## config.mk

```make
export PLATFORM = sky130hd
export DESIGN_NAME = dmem_bus_ctrl
export DESIGN_NICKNAME = d
export VERILOG_FILES = /design/src/rtl/dmem_bus_ctrl.sv
export SDC_FILE = /design/constraint.sdc
export NUM_CORES = 1
export LEC_CHECK = 0
export CORE_MARGIN = 4
export CORE_UTILIZATION = 51
export CTS_BUF_LIST = sky130_fd_sc_hd__clkbuf_8
export CTS_CLUSTER_SIZE = 40
export DETAILED_ROUTE_END_ITERATION = 8
export PLACE_DENSITY = 0.88
export SLEW_MARGIN = 10
export SYNTH_ARGS = -nofsm -noshare
export SYNTH_HDL_FRONTEND = slang
export SYNTH_SLANG_ARGS = --single-unit
```

## constraint.sdc

```tcl
create_clock -name clk -period 10 [get_ports clk]
set_clock_uncertainty 0.15 [all_clocks]
set_input_delay 3 -clock clk [delete_from_list [all_inputs] [get_ports clk]]
set_output_delay 3 -clock clk [all_outputs]
set_load 0.02 [all_outputs]
```

## src/rtl/dmem_bus_ctrl.sv

```systemverilog
// Data-memory bus controller: runs one req/ack bus transaction per MEM-stage access,
// builds byte enables / replicated store data and extends load data. Option: DMEM_MISALIGN_TRAP_EN.
module dmem_bus_ctrl #(
  parameter int DATA_WIDTH     = 32,
  parameter int ADDR_WIDTH     = 32,
  parameter int TIMEOUT_CYCLES = 255
) (
  input  logic                  clk,
  input  logic                  rst,
  input  logic                  mem_req_i,
  input  logic                  data_we_i,
  input  logic [ADDR_WIDTH-1:0] data_addr_i,
  input  logic [DATA_WIDTH-1:0] data_i,
  input  logic [2:0]            funct3_i,
  output logic                  stall_o,
  output logic [DATA_WIDTH-1:0] load_data_o,
  output logic                  load_valid_o,
  output logic                  bus_err_o,
  output logic                  misalign_o,
  output logic                  bus_req_o,
  output logic                  bus_we_o,
  output logic [ADDR_WIDTH-1:0] bus_addr_o,
  output logic [3:0]            bus_be_o,
  output logic [DATA_WIDTH-1:0] bus_wdata_o,
  input  logic                  bus_ack_i,
  input  logic [DATA_WIDTH-1:0] bus_rdata_i
);

  typedef enum logic [1:0] {IDLE, REQ, DONE} state_t;

  localparam logic [15:0] TIMEOUT_LAST = 16'(TIMEOUT_CYCLES - 1);

  state_t                state_q, state_d;
  logic                  we_q, we_d;
  logic [ADDR_WIDTH-1:0] addr_q, addr_d;
  logic [2:0]            funct3_q, funct3_d;
  logic [DATA_WIDTH-1:0] wdata_q, wdata_d;
  logic [3:0]            be_q, be_d;
  logic [15:0]           cnt_q, cnt_d;
  logic [DATA_WIDTH-1:0] load_data_q, load_data_d;
  logic                  valid_q, valid_d;
  logic                  err_q, err_d;
  logic                  mis_q, mis_d;

  logic [3:0]            in_be;
  logic [DATA_WIDTH-1:0] in_wdata;
  logic                  in_mis;
  logic [7:0]            byte_sel;
  logic [15:0]           half_sel;
  logic [DATA_WIDTH-1:0] rdata_ext;

  // funct3[1:0]: 00 byte, 01 half, anything else is handled as a word.
  always_comb begin
    in_be    = 4'b1111;
    in_wdata = data_i;
    case (funct3_i[1:0])
      2'b00: begin
        in_be    = 4'b0001 << data_addr_i[1:0];
        in_wdata = {4{data_i[7:0]}};
      end
      2'b01: begin
        in_be    = data_addr_i[1] ? 4'b1100 : 4'b0011;
        in_wdata = {2{data_i[15:0]}};
      end
      default: ;
    endcase
  end

`ifdef DMEM_MISALIGN_TRAP_EN
  assign in_mis = ((funct3_i[1:0] == 2'b01) && data_addr_i[0]) ||
                  (funct3_i[1] && (data_addr_i[1:0] != 2'b00));
`else
  assign in_mis = 1'b0;
`endif

  always_comb begin
    byte_sel  = bus_rdata_i[{addr_q[1:0], 3'b000} +: 8];
    half_sel  = bus_rdata_i[{addr_q[1], 4'b0000} +: 16];
    rdata_ext = bus_rdata_i;
    case (funct3_q[1:0])
      2'b00:   rdata_ext = {{24{~funct3_q[2] & byte_sel[7]}}, byte_sel};
      2'b01:   rdata_ext = {{16{~funct3_q[2] & half_sel[15]}}, half_sel};
      default: ;
    endcase
  end

  always_comb begin
    state_d     = state_q;
    we_d        = we_q;
    addr_d      = addr_q;
    funct3_d    = funct3_q;
    wdata_d     = wdata_q;
    be_d        = be_q;
    cnt_d       = cnt_q;
    load_data_d = load_data_q;
    valid_d     = valid_q;
    err_d       = err_q;
    mis_d       = mis_q;
    case (state_q)
      IDLE: begin
        if (mem_req_i) begin
          we_d     = data_we_i;
          addr_d   = data_addr_i;
          funct3_d = funct3_i;
          wdata_d  = in_wdata;
          be_d     = in_be;
          cnt_d    = '0;
          valid_d  = 1'b0;
          err_d    = 1'b0;
          mis_d    = in_mis;
          state_d  = in_mis ? DONE : REQ;
        end
      end
      REQ: begin
        // Ack wins over a timeout landing in the same cycle.
        if (bus_ack_i) begin
          if (!we_q) begin
            load_data_d = rdata_ext;
            valid_d     = 1'b1;
          end
          state_d = DONE;
        end else if (cnt_q == TIMEOUT_LAST) begin
          err_d       = 1'b1;
          load_data_d = '0;
          state_d     = DONE;
        end else begin
          cnt_d = cnt_q + 16'd1;
        end
      end
      DONE:    state_d = IDLE;
      default: state_d = IDLE;
    endcase
  end

  always_ff @(posedge clk or posedge rst) begin
    if (rst) begin
      state_q     <= IDLE;
      we_q        <= 1'b0;
      addr_q      <= '0;
      funct3_q    <= '0;
      wdata_q     <= '0;
      be_q        <= '0;
      cnt_q       <= '0;
      load_data_q <= '0;
      valid_q     <= 1'b0;
      err_q       <= 1'b0;
      mis_q       <= 1'b0;
    end else begin
      state_q     <= state_d;
      we_q        <= we_d;
      addr_q      <= addr_d;
      funct3_q    <= funct3_d;
      wdata_q     <= wdata_d;
      be_q        <= be_d;
      cnt_q       <= cnt_d;
      load_data_q <= load_data_d;
      valid_q     <= valid_d;
      err_q       <= err_d;
      mis_q       <= mis_d;
    end
  end

  // stall_o is gated by rst so that every output reads 0 while reset is held.
  assign stall_o      = ~rst & (((state_q == IDLE) & mem_req_i) | (state_q == REQ));
  assign bus_req_o    = (state_q == REQ);
  assign bus_we_o     = bus_req_o & we_q;
  assign bus_addr_o   = bus_req_o ? {addr_q[ADDR_WIDTH-1:2], 2'b00} : '0;
  assign bus_be_o     = bus_req_o ? be_q : 4'b0000;
  assign bus_wdata_o  = bus_req_o ? wdata_q : '0;
  assign load_valid_o = (state_q == DONE) & valid_q;
  assign bus_err_o    = (state_q == DONE) & err_q;
  assign misalign_o   = (state_q == DONE) & mis_q;
  assign load_data_o  = load_data_q;

endmodule

```

==> qor.yml, run 1 <==
synth:
  netlist_area_mm2: 0.00625
  synthDistinctLibCells: 53
  yosys_register_bits: 124
  synth_seq_area_share_pct: 49.6
  synth_area_leaders: "dfrtp_1 (50%), nand2_1 (9.9%), and2_1 (7.1%), mux2i_1 (6.4%), o21ai_0 (3.0%)"
  synth_async_sr_flop_share_pct: 100
  synth_enable_flop_cells: 0
  syn-instance-count: 663
  yosysTopAreaCell: "dfrtp_1"
  syn_avg_cell_area_um2: 9.43
  synthMostInstantiatedCell: "nand2_1"
  synth.cells.most_frequent: "nand2_1 (165), dfrtp_1 (124), and2_1 (71)"
  synth.top_cell.area_share_pct: 49.6
  synth_flop_cell: "dfrtp_1"
  yosysWarningCount: 0
drt:
  wl_per_instance_um: 17.8
  post-route-drc-count: 0
  wirelength_um: 17900
  drt-pass1-iter-count: 4
  antenna_violating_nets_post_route: 0
  vias: 5664
  drt-vias-per-instance: 5.64
  dr.first_iter.drc_count: 366
critical_path:
  worstPathArrival_ps: 5020
  cp-end-kind: "output pin"
  crit_path_max_fanout: 102
  startpoint_type: "input port"
  timing.setup.critical_path_class: "in2out"
  worst_ep_required_time_ps: 6850
status:
  result_of_the_run: "completed"
grt:
  grt_remaining_overflow: 0
  grt_antenna_before_repair: 0
  grt.total_usage_pct: 25.5
  first_global_vias: 5917
  grt_max_degree: 103
  grt_first_pass_wirelength_um: 29400
floorplanning:
  floorplan.die_area_mm2: 0.0141
  row_count: 40
  io-pin-count: 210
  core_area_mm2: 0.0120
  dieWidth_um: 119
  initial_utilization_pct: 52.0
  die_height_um: 119
final_layout:
  diodes: 0
  area.growth.synth_to_final_pct: 39.9
  design.final.nets: 951
  drive_gt1_share_pct: 5.48
clocking:
  cts_hold_repair.buffers: 0
  cts_tree: "yes"
  clock_path_buffers: 2
  ctsHtreeMaxLevel: 4
  worst_skew_pair.late_latency_ps: 420
  ctsResizeCount: 0
  clockRootBuffer: "clkbuf_8"
  cts_made_buffers: 17
  cts_setup_buffers: 0
  clock_slew_at_reported_path_ffs_ps: 60
  clock_sink_count: 124
power:
  worst_vdd_drop_mv: 0.134
  leakage_uw: 0.00387
  cellPowerDensity_mw_per_mm2: 258
placement:
  pre_cts_slack_ps: 1830
  place.port_buffers: 206
  dp.final_hpwl_um: 12800
  final_wtd_congestion: 0.879
timing:
  worst_pin_slew_ps: 1110
  worst_hold_slack_ps: 314
  clock.fmax_ghz: 0.122
  min_period_ps: 8170
  fin_tns_setup_ps: 0
  grt_setup_unrepaired: "false"
  maxSlewViolCount: 0
  final-hold-violation-count: 0
  max_slew_headroom_pct: 26.0
  layout_setup_ws_ps: 1830
  setup_viol: 0
  layout_worst_path_cycle_share_pct: 81.7
job:
  maxCapViolations: 0
min_path:
  hp-class: "reg2reg"
layer usage:
layer / global-route usage (%) / share of wire (%)
met3: 7.89 / 8.6
met2: 42.0 / 49
met1: 32.7 / 41
met5: 0 / 0
met4: 6.73 / 1.5
critical path, stage by stage:
cell and delay [ps]:
clkdlybuf4s50_1 520, nand2_4 530, a21oi_1 330, clkdlybuf4s50_1 630
sequential cells by signal (all words and copies together), names as in the netlist, 2 cells and up:
register	cells
addr_q	32
be_q	4
cnt_q	16
funct3_q	3
load_data_o	32
state_q	2
wdata_q	32
where the power goes:
group	leakage (uW)	total [uW]	internal [uW]	switching, uW
clock network	0.000199	447	246	200
registers	0.00156	834	691	143
logic	0.00211	978	472	506
per-stage QoR:
step	instances	util (%)	instance area [um2]	total power (uW)
global placement	973	69.4	8330	1780
floorplan	665	-	6260	1390
finish	1005	72.8	8740	2260
CTS	1005	72.8	8740	2270
detailed placement	973	69.4	8330	1820
global route	1005	72.8	8740	2400
cells in the final DEF (no fill, tap or decap), types with 2 or more instances in the layout:
| cell type | netlist | routed |
|---|---|---|
| a211oi_1 | 2 | 2 |
| a21oi_1 | 26 | 26 |
| a221o_1 | 17 | 17 |
| a22o_1 | 8 | 8 |
| a2bb2oi_1 | 6 | 6 |
| a31oi_1 | 3 | 3 |
| and2_1 | 71 | 70 |
| and3b_1 | 2 | 2 |
| and4_1 | 2 | 2 |
| buf_4 | 3 | 5 |
| bufinv_16 | 0 | 2 |
| clkbuf_8 | 0 | 21 |
| clkdlybuf4s50_1 | 0 | 206 |
| clkinvlp_4 | 0 | 5 |
| conb_1 | 1 | 3 |
| dfrtp_1 | 124 | 124 |
| ha_1 | 2 | 2 |
| inv_1 | 8 | 9 |
| mux2i_1 | 40 | 40 |
| nand2_1 | 165 | 164 |
| nand2b_1 | 5 | 5 |
| nand3_1 | 5 | 5 |
| nand4_1 | 7 | 7 |
| nor2_1 | 19 | 19 |
| nor2b_1 | 2 | 2 |
| o211ai_1 | 5 | 5 |
| o21ai_0 | 37 | 37 |
| o22ai_1 | 7 | 7 |
| o2bb2ai_1 | 8 | 8 |
| o31ai_1 | 3 | 3 |
| o32ai_1 | 6 | 6 |
| or3_1 | 10 | 10 |
| or4_1 | 2 | 2 |
cell families (layout without fill, tap and decap cells):
family,Yosys count,count (layout),synth area share [%]
and+or+nand+nor,301,301,23.5
AOI/OAI and AO/OA,134,134,15.3
DFF,124,124,49.6
buffers and inverters,58,251,3.98
muxes,42,42,6.95
adders and majority gates,2,2,0.400
other,1,3,0.0600
xor gates and xnor gates,1,1,0.140
cell type report:
| class | instances | area, um2 |
|---|---|---|
| clock buffers | 21 | 289 |
| clock inverters | 11 | 119 |
| fillers | 873 | 3270 |
| inverters | 8 | 32.5 |
| multi-input cells | 483 | 2920 |
| flip-flops and latches | 124 | 3100 |
| well taps | 147 | 184 |
| repair buffers | 211 | 2100 |
worst paths after layout:
path	from	to	slack [ps]	cells after the start
hold / removal	addr_q[4]	addr_q[4]	310	2
setup reg to reg	state_q[1]	load_data_o[17]	6860	5
setup / recovery	mem_req_i	stall_o	1830	4
hold reg to reg	addr_q[4]	addr_q[4]	310	2
max in group asynchronous	rst	addr_q[14]	5520	3
min in group asynchronous	rst	we_q	2950	2
Note: power is estimated with default switching activity, not from simulation.
==> inputs of run 2 (changes only) <==
CORE_UTILIZATION = 48   (was 51)
PLACE_DENSITY = 0.84   (was 0.88)
clock period = 8.1 ns   (was 10 ns; I/O delays follow)
==> qor.yml, run 2 (synthesized netlist as in run 1, its figures left out) <==
final_layout:
  fillCellCount: 971  # +11%
  mostFrequentLayoutCells: "clkdlybuf4s50_1 (206), nand2_1 (164), dfrtp_1 (124)"
  layout_commonest_cell: "clkdlybuf4s50_1"
  design.final.nets: 952  # +0.11%
  instances_no_fill: 1031  # +2.6%
  drive_gt1_share_pct: 5.82  # +0.34 points
  post-route-util_pct: 69.2  # -3.6 points
  diodes: 0  # unchanged
  area.growth.synth_to_final_pct: 40.3
drt:
  antenna_violating_nets_post_route: 0  # unchanged
  drt-vias-per-instance: 5.45  # -3.3%
  wirelength_um: 18000  # +0.49%
  wl_per_instance_um: 17.4  # -2.0%
  post-route-drc-count: 0  # unchanged
  vias: 5619  # -0.79%
  drt-pass1-iter-count: 5  # +1
  dr.first_iter.drc_count: 359  # -1.9%
timing:
  layout_worst_path_cycle_share_pct: 78.4
  setup_viol: 0  # unchanged
  min_period_ps: 6350
  worst_pin_slew_ps: 1070  # -34.8 ps
  final-hold-violation-count: 0  # unchanged
  maxSlewViolCount: 0  # unchanged
  max_slew_headroom_pct: 28.4  # +2.3 points
  worst_hold_slack_ps: 320  # +6.21 ps
  fin_tns_setup_ps: 0  # unchanged
  clock.fmax_ghz: 0.157
  grt_setup_unrepaired: "false"
power:
  leakage_uw: 0.00386  # -0.20%
  cellPowerDensity_mw_per_mm2: 317  # +23%
  worst_vdd_drop_mv: 0.153  # +13%
placement:
  place.port_buffers: 206  # unchanged
  dp.final_hpwl_um: 12800  # -0.38%
  final_wtd_congestion: 0.896  # +2.0%
  place_inst: 999  # +2.7%
clocking:
  ctsHtreeMaxLevel: 4  # unchanged
  cts_setup_buffers: 0  # unchanged
  clockRootBuffer: "clkbuf_8"
  worst_skew_pair.late_latency_ps: 440  # +20 ps
  ctsResizeCount: 0  # unchanged
  clock_path_buffers: 2  # unchanged
  clock_slew_at_reported_path_ffs_ps: 70  # about the same
  cts_made_buffers: 17  # unchanged
  cts_hold_repair.buffers: 0  # unchanged
  clock_sink_count: 124  # unchanged
  cts_tree: "yes"
job:
  maxCapViolations: 0  # unchanged
critical_path:
  timing.setup.critical_path_class: "in2out"
  cp.depth: 4  # unchanged
  cp-end-kind: "output pin"
  worstPathArrival_ps: 3770  # -1250 ps
  r2r_setup_slk_ps: 4860  # -2000 ps
  cpMaxStageDelayCell: "clkdlybuf4s50_1"
  timing.critical_path.cells: "clkdlybuf4s50_1, nand2_4, a21oi_1, clkdlybuf4s50_1"
  timing.critical_path.from: "mem_req_i"
  startpoint_type: "input port"
  worst_r2r_path_depth: 6  # +1
  worst_ep_required_time_ps: 5520  # -1330 ps
  worst_path_dominant_cell_family: "buffers and inverters"
  slowest_delay_ps: 630  # about the same
  worst_path_most_repeated_cell: "clkdlybuf4s50_1"
  critical_path.reg2reg.endpoint: "load_data_o[18]"
  critical_path.n_buffers_inverters: 2  # unchanged
  crit_path_max_fanout: 2  # -98%
  timing.critical_path.to: "stall_o"
  regToRegStartpoint: "state_q[1]"
grt:
  top_usage_layer: "met2"
  globalRouteMet3Util_pct: 9.52  # +1.6 points
  grt_max_degree: 102  # -0.97%
  grt_remaining_overflow: 0  # unchanged
  global_route.usage.met2_pct: 40.5  # -1.4 points
  grt_antenna_before_repair: 1  # +1
  groute.layer.met1.usage_pct: 28.9  # -3.8 points
  grt.total_usage_pct: 24.6  # -0.89 points
  grt_first_pass_wirelength_um: 28800  # -2.2%
  first_global_vias: 5740  # -3.0%
floorplanning:
  core_area_mm2: 0.0127  # +5.5%
  io-pin-count: 210  # unchanged
  floorplan.die_area_mm2: 0.0149  # +5.8%
  initial_utilization_pct: 49.3  # -2.7 points
  row_count: 41  # +2.5%
  dieWidth_um: 122  # +2.9%
  die_height_um: 122  # +2.9%
min_path:
  hp-class: "reg2reg"
status:
  result_of_the_run: "completed"
[run 2: cell types whose count changed in the layout (fill, tap and decap cells not counted), sizes merged]
cell / before / now
clkinv: 2 / 7
buf: 5 / 6
clkbuf: 21 / 18
inv: 10 / 8
[run 2: tightest hold or removal path, delay by kind of cell (launching register included)]
kind,cells,cell delay (ps)
and+or+nand+nor,2,100
DFF,1,340
[run 2: how the worst min path moves through the flow]
| stage | cells past startpoint | endpoint | slack (ps) | from |
|---|---|---|---|---|
| 2_1_floorplan | 2 | addr_q[10] | 290 | addr_q[10] |
| 3_3_place_gp | 2 | addr_q[23] | 300 | addr_q[23] |
| 3_5_place_dp | 2 | addr_q[10] | 300 | addr_q[10] |
| 4_1_cts | 2 | addr_q[10] | 320 | addr_q[10] |
| 5_1_grt | 2 | addr_q[16] | 350 | addr_q[16] |
| 6_report | 2 | addr_q[10] | 320 | addr_q[10] |
[run 2: stage by stage]
step	worst slack [ps]	area [um2]	total power [uW]
after global placement	1790	8370	2200
after detailed placement	1730	8370	2250
after floorplan	2220	6260	1710
after global routing	1660	8770	2950
after CTS	1740	8770	2800
final	1750	8770	2780
[run 2: metal layers]
| layer | vias up | wire length [um] |
|---|---|---|
| met4 | 2 | 446 |
| met2 | 211 | 8640 |
| met5 | - | 19 |
| met3 | 33 | 1610 |
| met1 | 2716 | 7270 |
| li1 | 2657 | - |
[run 2: layout make-up]
type / count / area (um2) / area share (%)
clock inverter: 14 / 148 / 1.68
sequential: 124 / 3100 / 35.4
timing repair buffer: 212 / 2110 / 24.0
tap: 172 / 215 / 2.45
inverter: 8 / 32.5 / 0.371
clock buffer: 18 / 248 / 2.83
multi-input combinational: 483 / 2920 / 33.2
[run 2: report_power, final]
part	internal, uW	switching (uW)
Combinational	583	620
Clock	280	261
Sequential	853	178
==> inputs of run 3 (changes only) <==
CORE_UTILIZATION = 43   (was 48)
PLACE_DENSITY = 0.79   (was 0.84)
clock period = 5.45 ns   (was 8.1 ns; I/O delays follow)
==> qor.yml, run 3 (synthesized netlist as in run 1, its figures left out) <==
status:
  result_of_the_run: "completed"
min_path:
  hp-class: "reg2reg"
floorplanning:
  io-pin-count: 210  # unchanged
  row_count: 43  # +4.9%
  dieWidth_um: 129  # +5.3%
  core_area_mm2: 0.0140  # +11%
  die_height_um: 129  # +5.3%
  initial_utilization_pct: 44.5  # -4.8 points
  floorplan.die_area_mm2: 0.0165  # +11%
timing:
  min_period_ps: 4750
  worst_pin_slew_ps: 1140  # +69.4 ps
  grt_setup_unrepaired: "false"
  max_slew_headroom_pct: 23.7  # -4.6 points
  fin_tns_setup_ps: 0  # unchanged
  maxSlewViolCount: 0  # unchanged
  setup_viol: 0  # unchanged
  worst_hold_slack_ps: 317  # -3.13 ps
  layout_worst_path_cycle_share_pct: 87.1
  clock.fmax_ghz: 0.211
  final-hold-violation-count: 0  # unchanged
drt:
  wirelength_um: 17500  # -2.9%
  drt-pass1-iter-count: 5  # unchanged
  post-route-drc-count: 0  # unchanged
  antenna_violating_nets_post_route: 0  # unchanged
  drt-vias-per-instance: 5.28  # -3.1%
  wl_per_instance_um: 16.8  # -3.5%
  dr.first_iter.drc_count: 356  # -0.84%
  vias: 5475  # -2.6%
grt:
  grt_max_degree: 102  # unchanged
  grt_first_pass_wirelength_um: 27900  # -3.0%
  grt_remaining_overflow: 0  # unchanged
  first_global_vias: 5459  # -4.9%
  grt.total_usage_pct: 21.2  # -3.3 points
  grt_antenna_before_repair: 0  # -1
job:
  maxCapViolations: 0  # unchanged
final_layout:
  diodes: 0  # unchanged
  drive_gt1_share_pct: 5.37  # -0.45 points
  mostFrequentLayoutCells: "clkdlybuf4s50_1 (206), nand2_1 (164), dfrtp_1 (124)"
  area.growth.synth_to_final_pct: 40.6
  design.final.nets: 952  # unchanged
  layout_commonest_cell: "clkdlybuf4s50_1"
clocking:
  cts_setup_buffers: 0  # unchanged
  ctsHtreeMaxLevel: 4  # unchanged
  cts_made_buffers: 17  # unchanged
  cts_hold_repair.buffers: 0  # unchanged
  clock_sink_count: 124  # unchanged
  clock_slew_at_reported_path_ffs_ps: 70  # about the same
  ctsResizeCount: 0  # unchanged
  clockRootBuffer: "clkbuf_8"
  clock_path_buffers: 2  # unchanged
  worst_skew_pair.late_latency_ps: 440  # about the same
  cts_tree: "yes"
placement:
  place.port_buffers: 206  # unchanged
  dp.final_hpwl_um: 12200  # -4.3%
  final_wtd_congestion: 0.840  # -6.3%
critical_path:
  timing.setup.critical_path_class: "in2out"
  startpoint_type: "input port"
  cp-end-kind: "output pin"
  crit_path_max_fanout: 2  # unchanged
  worstPathArrival_ps: 2960  # -810 ps
  worst_ep_required_time_ps: 3670  # -1850 ps
power:
  worst_vdd_drop_mv: 0.249  # +63%
  cellPowerDensity_mw_per_mm2: 469  # +48%
  leakage_uw: 0.00389  # +0.60%
## run 3: path summary, 6_finish.rpt
| path | startpoint | endpoint | slack, ps | cells after the start |
|---|---|---|---|---|
| worst max register to register | addr_q[1] | load_data_o[23] | 2460 | 4 |
| worst min register to register | addr_q[10] | addr_q[10] | 320 | 2 |
| worst max-delay path | mem_req_i | stall_o | 700 | 4 |
| worst min-delay path | addr_q[10] | addr_q[10] | 320 | 2 |
| max in group asynchronous | rst | addr_q[0] | 2760 | 3 |
| min in group asynchronous | rst | addr_q[3] | 1570 | 2 |
## run 3: power breakdown
group,switching (uW),internal (uW),leakage (uW)
sequential,252,1270,0.00156
clock,361,457,0.000205
combinational,914,868,0.00212
## run 3: metal layers
layer  GRT usage, %  vias to the layer above  part of all wire [%]  wire length (um)
li1               -                     2659                     -                 -
met2           33.1                      184                    47              8170
met4           6.61                        0                   1.9               336
met3           9.05                       25                   8.7              1530
met1           27.0                     2607                    43              7430
met5              0                        -                     0                 0
## run 3: layout make-up
type	count	area [um2]
well taps	180	225
repair buffers	212	2120
clock buffers	22	303
multi-input cells	483	2920
fillers	1187	5250
flip-flops and latches	124	3100
inverters	8	32.5
clock inverters	8	92.6
## run 3: critical path: stages
cell             delay (ps)
clkdlybuf4s50_1         510
nand2_4                  50
a21oi_1                 140
clkdlybuf4s50_1         630
## run 3: stage by stage
step | area (um2) | instances | setup slack [ps] | util, % | power [uW]
2_1_floorplan | 6260 | 665 | 366 | - | 2540
3_3_place_gp | 8400 | 1007 | 714 | 59.8 | 3290
3_5_place_dp | 8400 | 1007 | 684 | 59.8 | 3340
4_1_cts | 8790 | 1037 | 684 | 62.6 | 4170
5_1_grt | 8790 | 1037 | 616 | 62.6 | 4390
6_report | 8790 | 1037 | 702 | 62.6 | 4120
